### config.mk
export PLATFORM = sky130hd
export DESIGN_NAME = decoder_ctrl
export DESIGN_NICKNAME = d
export VERILOG_FILES = /design/src/rtl/decoder_ctrl_pkg.sv /design/src/rtl/decoder_ctrl_llr_loader.sv /design/src/rtl/decoder_ctrl.sv
export SDC_FILE = /design/constraint.sdc
export NUM_CORES = 1
export LEC_CHECK = 0
export CORE_MARGIN = 10
export CORE_UTILIZATION = 35
export CTS_CLUSTER_SIZE = 24
export DETAILED_ROUTE_END_ITERATION = 10
export GPL_TIMING_DRIVEN = 0
export PLACE_DENSITY = 0.69
export SETUP_SLACK_MARGIN = 0.15
export SLEW_MARGIN = 5
export SYNTH_ARGS = -nofsm -noshare
export SYNTH_HDL_FRONTEND = slang
export SYNTH_SLANG_ARGS = --single-unit
export TNS_END_PERCENT = 30
### constraint.sdc
create_clock -name clk -period 1.9 [get_ports clk]
set_input_delay 0.38 -clock clk [delete_from_list [all_inputs] [get_ports clk]]
set_output_delay 0.38 -clock clk [all_outputs]
set_load 0.05 [all_outputs]
### src/rtl/decoder_ctrl_pkg.sv
// Shared types and constants for the min-sum decoder controller.
// State encoding and beat-count helpers used by the loader and the FSM.
package decoder_ctrl_pkg;

  typedef enum logic [2:0] {
    IDLE,
    LOAD,
    VAR,
    CHK,
    OUT,
    DONE
  } state_t;

  localparam int N_V_DEF   = 44;
  localparam int LANES_DEF = 4;
  localparam int BEATS     = N_V_DEF / LANES_DEF;

  function automatic int beats_of(input int n_v, input int lanes);
    return n_v / lanes;
  endfunction

  // Counter width that stays legal for a count of one.
  function automatic int cnt_w(input int n);
    return (n > 1) ? $clog2(n) : 1;
  endfunction

endpackage

### src/rtl/decoder_ctrl_llr_loader.sv
// LLR beat assembler: packs LANES-wide beats into the full channel vector.
// A load while first is high always lands in beat 0.
module llr_loader
  import decoder_ctrl_pkg::*;
#(
  parameter int WIDTH = 8,
  parameter int N_V   = 44,
  parameter int LANES = 4
) (
  input  logic                   clk,
  input  logic                   rst,
  input  logic                   load,
  input  logic                   first,
  input  logic [LANES*WIDTH-1:0] in_llr,
  output logic [WIDTH*N_V-1:0]   all_llrs,
  output logic                   last
);

  localparam int NB = beats_of(N_V, LANES);
  localparam int BW = cnt_w(NB);
  localparam int BEAT_W = LANES * WIDTH;

  logic [BW-1:0] beat_cnt;
  logic [BW-1:0] idx;

  assign idx  = first ? '0 : beat_cnt;
  assign last = (idx == BW'(NB - 1));

  always_ff @(posedge clk) begin
    if (rst) begin
      beat_cnt <= '0;
      all_llrs <= '0;
    end else if (load) begin
      for (int b = 0; b < NB; b++) begin
        if (idx == BW'(b))
          all_llrs[b*BEAT_W +: BEAT_W] <= in_llr;
      end
      beat_cnt <= last ? '0 : idx + 1'b1;
    end
  end

endmodule

### src/rtl/decoder_ctrl.sv
// Layered min-sum decoder controller: loads LLR beats, sequences
// variable/check layers for N_ITER iterations, then the output layer.
module decoder_ctrl
  import decoder_ctrl_pkg::*;
#(
  parameter int WIDTH  = 8,
  parameter int N_V    = 44,
  parameter int N_C    = 12,
  parameter int LANES  = 4,
  parameter int N_ITER = 5
) (
  input  logic                   clk,
  input  logic                   rst,
  input  logic                   in_valid,
  output logic                   in_ready,
  input  logic [LANES*WIDTH-1:0] in_llr,
  output logic [WIDTH*N_V-1:0]   all_llrs,
  output logic                   layer_start,
  output logic                   layer_sel,
  output logic                   first_iter,
  input  logic                   layer_done,
  output logic                   out_start,
  input  logic                   out_done,
  input  logic [N_V-N_C-1:0]     dw_in,
  output logic [N_V-N_C-1:0]     dw_out,
  output logic                   dw_valid,
  input  logic                   dw_ack,
  output logic                   busy
);

  localparam int IW = cnt_w(N_ITER);
  localparam int DW = N_V - N_C;

  state_t          state, state_nx;
  logic [IW-1:0]   iter_cnt, iter_nx;
  logic            ls_nx, os_nx, dv_nx;
  logic [DW-1:0]   dw_nx;
  logic            xfer, last;

  assign in_ready   = (state == IDLE) || (state == LOAD);
  assign xfer       = in_valid && in_ready;
  assign layer_sel  = (state == CHK);
  assign first_iter = ((state == VAR) || (state == CHK)) && (iter_cnt == '0);
  assign busy       = (state != IDLE);

  llr_loader #(
    .WIDTH(WIDTH),
    .N_V  (N_V),
    .LANES(LANES)
  ) u_loader (
    .clk     (clk),
    .rst     (rst),
    .load    (xfer),
    .first   (state == IDLE),
    .in_llr  (in_llr),
    .all_llrs(all_llrs),
    .last    (last)
  );

  always_comb begin
    state_nx = state;
    iter_nx  = iter_cnt;
    ls_nx    = 1'b0;
    os_nx    = 1'b0;
    dw_nx    = dw_out;
    dv_nx    = dw_valid;
    unique case (state)
      IDLE, LOAD: begin
        if (xfer && last) begin
          state_nx = VAR;
          iter_nx  = '0;
          ls_nx    = 1'b1;
        end else if (xfer) begin
          state_nx = LOAD;
        end
      end
      VAR: begin
        if (layer_done) begin
          state_nx = CHK;
          ls_nx    = 1'b1;
        end
      end
      CHK: begin
        if (layer_done) begin
          if (iter_cnt == IW'(N_ITER - 1)) begin
            state_nx = OUT;
            os_nx    = 1'b1;
          end else begin
            state_nx = VAR;
            iter_nx  = iter_cnt + 1'b1;
            ls_nx    = 1'b1;
          end
        end
      end
      OUT: begin
        if (out_done) begin
          state_nx = DONE;
          dw_nx    = dw_in;
          dv_nx    = 1'b1;
        end
      end
      DONE: begin
        if (dw_ack) begin
          state_nx = IDLE;
          dv_nx    = 1'b0;
        end
      end
      default: state_nx = IDLE;
    endcase
  end

  always_ff @(posedge clk) begin
    if (rst) begin
      state       <= IDLE;
      iter_cnt    <= '0;
      layer_start <= 1'b0;
      out_start   <= 1'b0;
      dw_out      <= '0;
      dw_valid    <= 1'b0;
    end else begin
      state       <= state_nx;
      iter_cnt    <= iter_nx;
      layer_start <= ls_nx;
      out_start   <= os_nx;
      dw_out      <= dw_nx;
      dw_valid    <= dv_nx;
    end
  end

endmodule
* After elaboration in Yosys (flattened, before gate mapping)
Index checks and enable logic that the tools add are counted. W data, S select, Z words.
Cells by class: reduce and logical (&&, ||, !) cells 28, add/subtract/negate cells 2, bitwise logic cells 2, eq/ne operators 23, mux-type cells 23
Operators by type and width (number):
- $mux W3 | 10
- $reduce_and A2 Y1 | 12
- $eq A4 B3 Y1 const B | 4
- $pmux W3 S5 | 1
- $eq A4 B4 Y1 const B | 3
- $ne A2 B2 Y1 const B | 5
- $eq A3 B3 Y1 const B | 3
- $eq A4 B2 Y1 const B | 2
- $mux W4 | 2
- $mux W1 | 7
- $eq A3 B2 Y1 const B | 2
- $logic_not A3 Y1 | 2
- $pmux W3 S2 | 1
- $reduce_and A5 Y1 | 1
- $add A4 B1 Y4 const B | 1
- $eq A4 B1 Y1 const B | 1
- $logic_not A4 Y1 | 1
- $reduce_and A4 Y1 | 1
- $reduce_bool A2 Y1 | 2
- $add A3 B1 Y3 const B | 1
- $eq A3 B1 Y1 const B | 1
- $logic_and A1 B1 Y1 | 3
- $ne A3 B3 Y1 const B | 1
- $pmux W1 S3 | 1
- 8 further kinds | 10
Word-level totals: logic and storage cells 96, input bits 70, register bits 397, output and inout bits 391

* Logic depth before layout (Yosys ltp)
Gate-level depths: netlist (run 1).
depth after elaboration 6, gate-level depth with buffers 7, gate-level depth less buffers 6

* By module
Synthesis (run 1) repeated with hierarchy kept, for this count alone.
Unflattened totals: cell total of the unflattened synthesis 1883, area total of the unflattened synthesis 15643.8 um^2
Modules (own cells, without submodules):
- llr_loader | seq. area each 7126.8 um^2, times used 1, cells an instance 1675, area an instance 13902.1 um^2
- decoder_ctrl | seq. area each 820.8 um^2, times used 1, cells an instance 208, area an instance 1741.7 um^2

* Worst setup path before layout (run 1)
Ideal clock, no wire load.
path kind register to output, start register state[1], end output port first_iter, required time 1.520 ns, arrival 1.807 ns, path buffers 1, stages on the path, launching flop included 4, path slack -0.287 ns, cells stage by stage dfxtp_1 -> clkbuf_1 -> nand2_1 -> nor3_1
On the way: word-level cells in the longest chain between the ends 3, elaborated cells between the ends (all ways) 4, classes of those cells eq/ne: 2; reduce/logical: 2
RTL lines:
- from (decl) | RTL line decoder_ctrl.sv:34 | state_t state, state_nx;
- from (signal assigned) | RTL line decoder_ctrl.sv:121 | state <= state_nx;
- $eq A3 B2 Y1 | RTL line decoder_ctrl.sv:43 | assign first_iter = ((state == VAR) || (state == CHK)) && (iter_cnt == '0);
- $logic_or A1 B1 Y1 * | RTL line decoder_ctrl.sv:43
- $logic_and A1 B1 Y1 * | RTL line decoder_ctrl.sv:43
- to (decl) | RTL line decoder_ctrl.sv:20 | output logic first_iter,
Mark *: on every way between the ends. The rest lies on a longest branch, timed or not.

* Worst setup path in the final report (run 1)
start register state[1], end output port busy
On the way: word-level cells in the longest chain between the ends 1
RTL lines:
- $reduce_bool A3 Y1 | RTL line decoder_ctrl.sv:44 | assign busy = (state != IDLE);
- to (decl) | RTL line decoder_ctrl.sv:28 | output logic busy
No other way between the ends.

==> qor.csv, run 1 <==
stage,metric,value,unit
timing,final setup vio count,63,
timing,RSZ-0062 raised after global routing,yes,
drt,vias post-DR,14412,
cells_and_area,Finished Layout Cells,2898,
timing,"Min Clock Period, post-route",2.067,ns
cts,later-pin clock latency in the skew report,0.57,ns
yosys,Mapped Cells,1789,
power_and_ir_drop,Pwr per Cell Area,830.6,nW/um^2
timing,crit share post-route,108.8,%
worst_hold_path,hold depth,3,
timing,"Hold Vio Cnt, Final",0,
critical_path,critical path class,flip-flop to output pin,
timing,"Slew Viols, Final",0,
critical_path,worst setup path startpoint,state[1],
drt,Avg WL per Cell,21.44,um
yosys,Mapped Avg Cell Area,8.044,um^2
critical_path,CP required,1.52,ns
place,number of I/O port buffers,459,
timing,Hold Worst Slack,0.3669,ns
drt,via/cell ratio,4.973,
worst_hold_path,Hold Path Class,input pin to flip-flop,
yosys,Synth async-reset ratio,0,%
timing,setup TNS,-1.935,ns
yosys,Post-Syn Nets,1861,
critical_path,peak fanout along the critical path,7,
cells_and_area,final-stage net count,2405,
yosys,Synth warnings,0,
critical_path,startpoint types,flip-flop,
yosys,sequential fraction of the synthesis area,55.23,%
drt,DRT antenna net count,0,
cells_and_area,Layout area overhead,51.99,%
floorplanning,# IOs,461,
critical_path,critical path arrival,1.69,ns
yosys,"FF+latch count, synth",397,
drt,DRT Pass-1 Iters,5,
cells_and_area,fillers,3856,
cts,"Hold-fix buffers, CTS",0,
grt,total grt overflow,0,
yosys,Post-synth EDFFs,0,
grt,total track usage,23.24,%
grt,number of global-route vias before repair,13831,
cts,clk sinks,397,
grt,met3 usage,6.696,%
run_status,status,"finished, violations left",
timing,Max Clock Skew,0.02553,ns
yosys,synthesized cell area,14390,um^2
cells_and_area,share of layout cells above drive strength 1,19.82,%
drt,Starting DRT DRC Count,1057,
place,routability cong.,0.8849,
cts,Max Root-Sink Buffers,3,
grt,initial antenna violation count,0,
timing,actual slew at the worst max-slew pin,1.202,ns
cts,CTS tree,yes,
grt,first-pass GRT wire length,88460,um
floorplanning,Die W,222.8,um
timing,Worst slew margin,19.88,%
cts,CTS root buf,clkbuf_16,
cells_and_area,n_diodes,0,
timing,post-route setup slack,-0.1669,ns
power_and_ir_drop,VDD IR max,760.9,uV
yosys,ys flop type,dfxtp_1,
critical_path,CP Capture Type,output pin,
drt,# DRC,0,
cts,clock buffer count from CTS,44,
worst_hold_path,Hold Crit Start,dw_in[26],
grt,met1 GRT Util,26.59,%
run,Max Cap Violations,0,
place,placed cell count,2780,
grt,Most Crowded Layer GR,met2,
critical_path,Worst R2R Path Depth,6,
cts,clk slew on worst S/H paths,0.06,ns
drt,"wirelength, routed",62150,um
grt,met2 usage,39.22,%
floorplanning,Die Area,49630,um^2
power_and_ir_drop,Pleak,8.587,nW
place,detailed placement HPWL,45850,um
floorplanning,Die Ht,222.8,um
run_status,violated checks,negative setup slack,
critical_path,worst r2r src,u_loader.beat_cnt[3],
floorplanning,FP Rows,74,
grt,pin count of the biggest net entering global routing,14,
yosys,Synth cell types,42,
cts,CTS H-tree lvls,2,
floorplanning,Starting Density,35.33,%
timing,fmax,483.8,MHz
floorplanning,Core Box Area,40740,um^2
## per-stage QoR
stage	utilization [%]	cell area (um^2)	total power, W	worst slack (ns)
2_1_floorplan	-	14400	0.009244	0.1091
3_3_place_gp	48.26	19660	0.009807	-0.7673
3_5_place_dp	48.26	19660	0.009823	-0.8071
4_1_cts	52.46	21370	0.01823	-0.1893
5_1_grt	53.69	21870	0.01869	-0.1954
6_report	53.69	21870	0.01817	-0.1669
## report_power, final
part | internal (W) | switching (W)
Combinational | 0.000385 | 0.000863
Sequential | 0.00839 | 0.0000359
Clock | 0.00499 | 0.00351
Total | 0.0138 | 0.00440
## Yosys cell counts, types with 5 or more instances
library cell	number	area share, %
nand2_1	715	19
dfxtp_1	397	55
a21oi_1	364	13
clkbuf_1	85	2.2
buf_2	57	2.0
nor2_1	39	1.0
mux2i_1	33	2.3
buf_6	20	1.6
and4_1	9	0.55
nand3_1	6	0.21
nand4_4	5	0.74
nor3_1	5	0.17
## critical path: stages, from the launching register on
cell and delay [ns]:
dfxtp_4 0.36, or3_4 0.38, buf_6 0.13, buf_12 0.12, buf_12 0.14
## timing repair
| item | 4_1_cts | 5_1_grt |
|---|---|---|
| endpoints found under the hold margin | 0 | 0 |
| gates resized for setup | 915 | 76 |
| gates cloned | 1 | 8 |
| pin swaps | 6 | 6 |
| setup endpoints to repair | 753 | 556 |
| setup buffers | 9 | 21 |
## layout make-up
| type | instances | area, um^2 | area share [%] |
|---|---|---|---|
| clock buffer | 64 | 1328 | 6.069 |
| buffer | 167 | 1060 | 4.845 |
| clock inverter | 15 | 117.6 | 0.5377 |
| inverter | 4 | 15.01 | 0.06864 |
| multi-input combinational | 1221 | 5684 | 25.99 |
| tap | 532 | 665.6 | 3.043 |
| timing repair buffer | 498 | 5046 | 23.07 |
| sequential | 397 | 7958 | 36.38 |
## state kept, by name, indices dropped and copies added, names as in the netlist
register,flops
dw_out,32
dw_valid,1
iter_cnt,3
layer_start,1
out_start,1
state,3
u_loader.all_llrs,352
u_loader.beat_cnt,4
## final timing paths
kind | slack [ns] | to
max | -0.17 | busy
min | 0.37 | dw_out[26]
max reg2reg | -0.09 | u_loader.all_llrs[333]
min reg2reg | 0.45 | u_loader.all_llrs[341]
## layer usage
metal | up-vias | wire (um) | share of wire (%)
li1 | 6880 | - | -
met1 | 6811 | 24690 | 40
met2 | 588 | 29590 | 48
met3 | 133 | 4857 | 7.8
met4 | 0 | 3012 | 4.8
met5 | - | 0 | 0
## kinds of logic (layout without fill, tap and decap cells)
logic type                 count (synthesis)  after routing  share of synthesized area (%)
and+or+nand+nor                          806            806                          22.77
buffers and inverters                    171            748                          6.112
muxes                                     33             33                          2.295
AOI/OAI and AO/OA                        380            380                          13.42
DFF                                      397            397                          55.23
adders and majority gates                  2              2                         0.1739
## cells in the final DEF, fill, tap and decap left out, types with 4 or more instances in the layout
cell type | synthesis | final
nand2_1 | 715 | 702
dfxtp_1 | 397 | 393
a21oi_1 | 364 | 359
clkdlybuf4s15_2 | 0 | 216
dlygate4sd2_1 | 0 | 165
clkbuf_1 | 85 | 84
clkdlybuf4s50_1 | 0 | 68
clkbuf_16 | 0 | 48
buf_4 | 4 | 46
nor2_1 | 39 | 38
buf_2 | 57 | 35
mux2i_1 | 33 | 32
buf_6 | 20 | 25
clkbuf_8 | 0 | 13
nand2_2 | 0 | 11
buf_12 | 0 | 9
and4_1 | 9 | 9
clkinv_2 | 0 | 9
clkbuf_4 | 0 | 7
buf_8 | 0 | 7
nand4_4 | 5 | 6
nand3_1 | 6 | 5
a21oi_2 | 0 | 5
and2_1 | 4 | 4
o21ai_0 | 4 | 4
nor3_1 | 5 | 4
clkbuf_2 | 1 | 4
nand4_1 | 4 | 4
No activity file was read; power rests on OpenSTA's default activity.
==> run 2: changes to the inputs <==
--- a/config.mk
+++ b/config.mk
@@ -5,12 +5,13 @@
 export SDC_FILE = /design/constraint.sdc
 export NUM_CORES = 1
 export LEC_CHECK = 0
+export CORE_ASPECT_RATIO = 0.6
 export CORE_MARGIN = 10
 export CORE_UTILIZATION = 35
 export CTS_CLUSTER_SIZE = 24
 export DETAILED_ROUTE_END_ITERATION = 10
 export GPL_TIMING_DRIVEN = 0
-export PLACE_DENSITY = 0.69
+export PLACE_DENSITY_LB_ADDON = 0.25
 export SETUP_SLACK_MARGIN = 0.15
 export SLEW_MARGIN = 5
 export SYNTH_ARGS = -nofsm -noshare
==> run 2 against run 1 <==
  * The flow still finishes with violations (negative setup slack)
  * Critical endpoint unchanged
  * Via count rose by 1.8%
  * Power barely moved
  * Largest cell class unchanged
  * First-iteration DRC count rose by 6.7%
  * Sequential share of layout area fell by 1.2 points
  * Wire length rose by 2.1%
==> qor.csv, run 2 (synthesis gave the netlist of run 1 again) <==
stage,metric,value,unit,change
cts,clock buffer count from CTS,39,,-11%
place,detailed placement HPWL,44500,um,-3.0%
critical_path,critical path class,flip-flop to output pin,,
drt,vias post-DR,14675,,+1.8%
drt,"wirelength, routed",63440,um,+2.1%
critical_path,critical path arrival,1.68,ns,about the same
cells_and_area,final instance area,22630,um^2,+3.5%
power_and_ir_drop,VDD IR max,509.5,uV,-33%
drt,via/cell ratio,5.029,,+1.1%
cells_and_area,max reg flops,352,,unchanged
place,pre-CTS WS,-0.9160,ns,-0.1090 ns
timing,setup TNS,-1.239,ns,+0.6961 ns
worst_hold_path,Hold Path Class,input pin to flip-flop,,
timing,post-route setup slack,-0.1625,ns,+0.004340 ns
cts,CTS tree,yes,,
power_and_ir_drop,total power,0.01817,W,about the same
place,dpl cell area,19660,um^2,about the same
grt,total grt overflow,0,,unchanged
critical_path,peak fanout along the critical path,3,,-4
drt,# DRC,0,,unchanged
floorplanning,Die Area,49890,um^2,+0.54%
place,placed cell count,2779,,-0.036%
drt,DRT antenna net count,0,,unchanged
run_status,violated checks,negative setup slack,,
cts,Max Root-Sink Buffers,3,,unchanged
floorplanning,Core Box Area,40510,um^2,-0.57%
cts,later-pin clock latency in the skew report,0.54,ns,-0.03 ns
timing,RSZ-0062 raised after global routing,yes,,
grt,met1 GRT Util,30.39,%,+3.8 points
timing,fmax,484.8,MHz,+0.21%
run_status,status,"finished, violations left",,
cts,clk slew on worst S/H paths,0.06,ns,about the same
critical_path,CP required,1.52,ns,about the same
power_and_ir_drop,Pleak,9.858,nW,+15%
drt,Avg WL per Cell,21.74,um,+1.4%
cells_and_area,"commonest non-fill, non-tap cell in the layout",nand2_1,,
place,number of I/O port buffers,459,,unchanged
timing,final setup vio count,20,,-68%
floorplanning,Die W,281.8,um,+26%
grt,met3 usage,5.583,%,-1.1 points
grt,Most Crowded Layer GR,met2,,
run,Max Cap Violations,0,,unchanged
cts,CTS root buf,clkbuf_16,,
floorplanning,# IOs,461,,unchanged
power_and_ir_drop,Pwr per Cell Area,803.0,nW/um^2,-3.3%
cts,clk sinks,397,,unchanged
floorplanning,Die Ht,177.1,um,-21%
place,routability cong.,0.8415,,-4.9%
timing,crit share post-route,108.6,%,-0.23 points
critical_path,startpoint types,flip-flop,,
critical_path,CP Capture Type,output pin,,
cells_and_area,"Most flops, register",u_loader.all_llrs,,
cells_and_area,share of layout cells above drive strength 1,17.44,%,-2.4 points
grt,pin count of the biggest net entering global routing,15,,+1
grt,met2 usage,38.85,%,-0.37 points
cells_and_area,top flop regs,"u_loader.all_llrs x352, dw_out x32, u_loader.beat_cnt x4",,
timing,Max Clock Skew,0.01691,ns,-0.008616 ns
drt,Starting DRT DRC Count,1128,,+6.7%
timing,"Slew Viols, Final",0,,unchanged
grt,initial antenna violation count,1,,+1
floorplanning,Starting Density,35.53,%,+0.20 points
timing,actual slew at the worst max-slew pin,1.265,ns,+0.06293 ns
cts,"Hold-fix buffers, CTS",0,,unchanged
timing,"Min Clock Period, post-route",2.063,ns,-0.004340 ns
cts,CTS H-tree lvls,2,,unchanged
grt,first-pass GRT wire length,89710,um,+1.4%
grt,number of global-route vias before repair,13930,,+0.72%
floorplanning,FP Rows,57,,-23%
cells_and_area,Finished Layout Cells,2918,,+0.69%
cells_and_area,final-stage net count,2430,,+1.0%
timing,Worst slew margin,15.69,%,-4.2 points
grt,total track usage,23.59,%,+0.35 points
drt,DRT Pass-1 Iters,7,,+2
timing,"Hold Vio Cnt, Final",0,,unchanged
cells_and_area,Layout area overhead,57.27,%,
cells_and_area,most frequent cells in the layout,"680 x nand2_1, 390 x dfxtp_1, 334 x dlygate4sd2_1, 294 x a21oi_1, 82 x clkbuf_1",,
## run 2: cell types whose count changed in the layout (fill, tap and decap cells not counted), moves of 22 or more
cell | previous run | this run
buf_6 | 25 | 47
a21oi_2 | 5 | 70
buf_2 | 35 | 6
clkdlybuf4s15_2 | 216 | 38
dlygate4sd2_1 | 165 | 334
a21oi_1 | 359 | 294
nand2_1 | 702 | 680
## run 2: what timing repair did
action | in CTS | in global routing
gates resized for setup | 570 | 310
cloned | 7 | 16
hold endpoints to repair | 0 | 0
endpoints found under the setup margin | 756 | 722
setup buffers | 18 | 28
pin swaps | 14 | 106
## run 2: routing by layer
| layer | share of wire [%] | vias to the layer above | routed length, um |
|---|---|---|---|
| met2 | 47 | 538 | 29510 |
| li1 | - | 6921 | - |
| met5 | 0 | - | 0 |
| met1 | 43 | 7102 | 27460 |
| met4 | 3.1 | 0 | 1966 |
| met3 | 7.1 | 114 | 4505 |
## run 2: cell type report
| type | instances | area, um^2 |
|---|---|---|
| Buffer | 167 | 1318 |
| Antenna cell | 1 | 2.502 |
| Fill cell | 3687 | 17880 |
| Sequential cell | 397 | 7964 |
| Clock inverter | 10 | 183.9 |
| Clock buffer | 59 | 1194 |
| Multi-Input combinational cell | 1221 | 6081 |
| Tap cell | 531 | 664.4 |
| Timing Repair Buffer | 528 | 5211 |
| Inverter | 4 | 15.01 |
## run 2: path summary, 6_finish.rpt
check | startpoint | end | slack [ns] | cells past startpoint
worst max-delay path | state[0] | busy | -0.16 | 4
worst min register to register | u_loader.all_llrs[146] | u_loader.all_llrs[146] | 0.45 | 2
worst max register to register | state[0] | u_loader.all_llrs[47] | -0.09 | 9
worst min-delay path | in_valid | layer_start | 0.39 | 3
## run 2: where the power goes
group	internal (W)	switching, W	total (W)
Sequential	0.00838	0.0000430	0.00843
Clock	0.00503	0.00340	0.00842
Combinational	0.000415	0.000907	0.00132
Total	0.0138	0.00435	0.0182
## run 2: critical path, stage by stage (launching register included)
cell	delay, ns
dfxtp_2	0.35
or3_4	0.41
buf_6	0.14
buf_12	0.12
buf_12	0.14
## run 2: stage by stage
stage               util, %  hold WS (ns)
floorplan                 -        0.4607
global placement      48.53        0.4411
detailed placement    48.53        0.4461
CTS                   52.35        0.3498
global route          55.87        0.3886
finish                55.87        0.3857
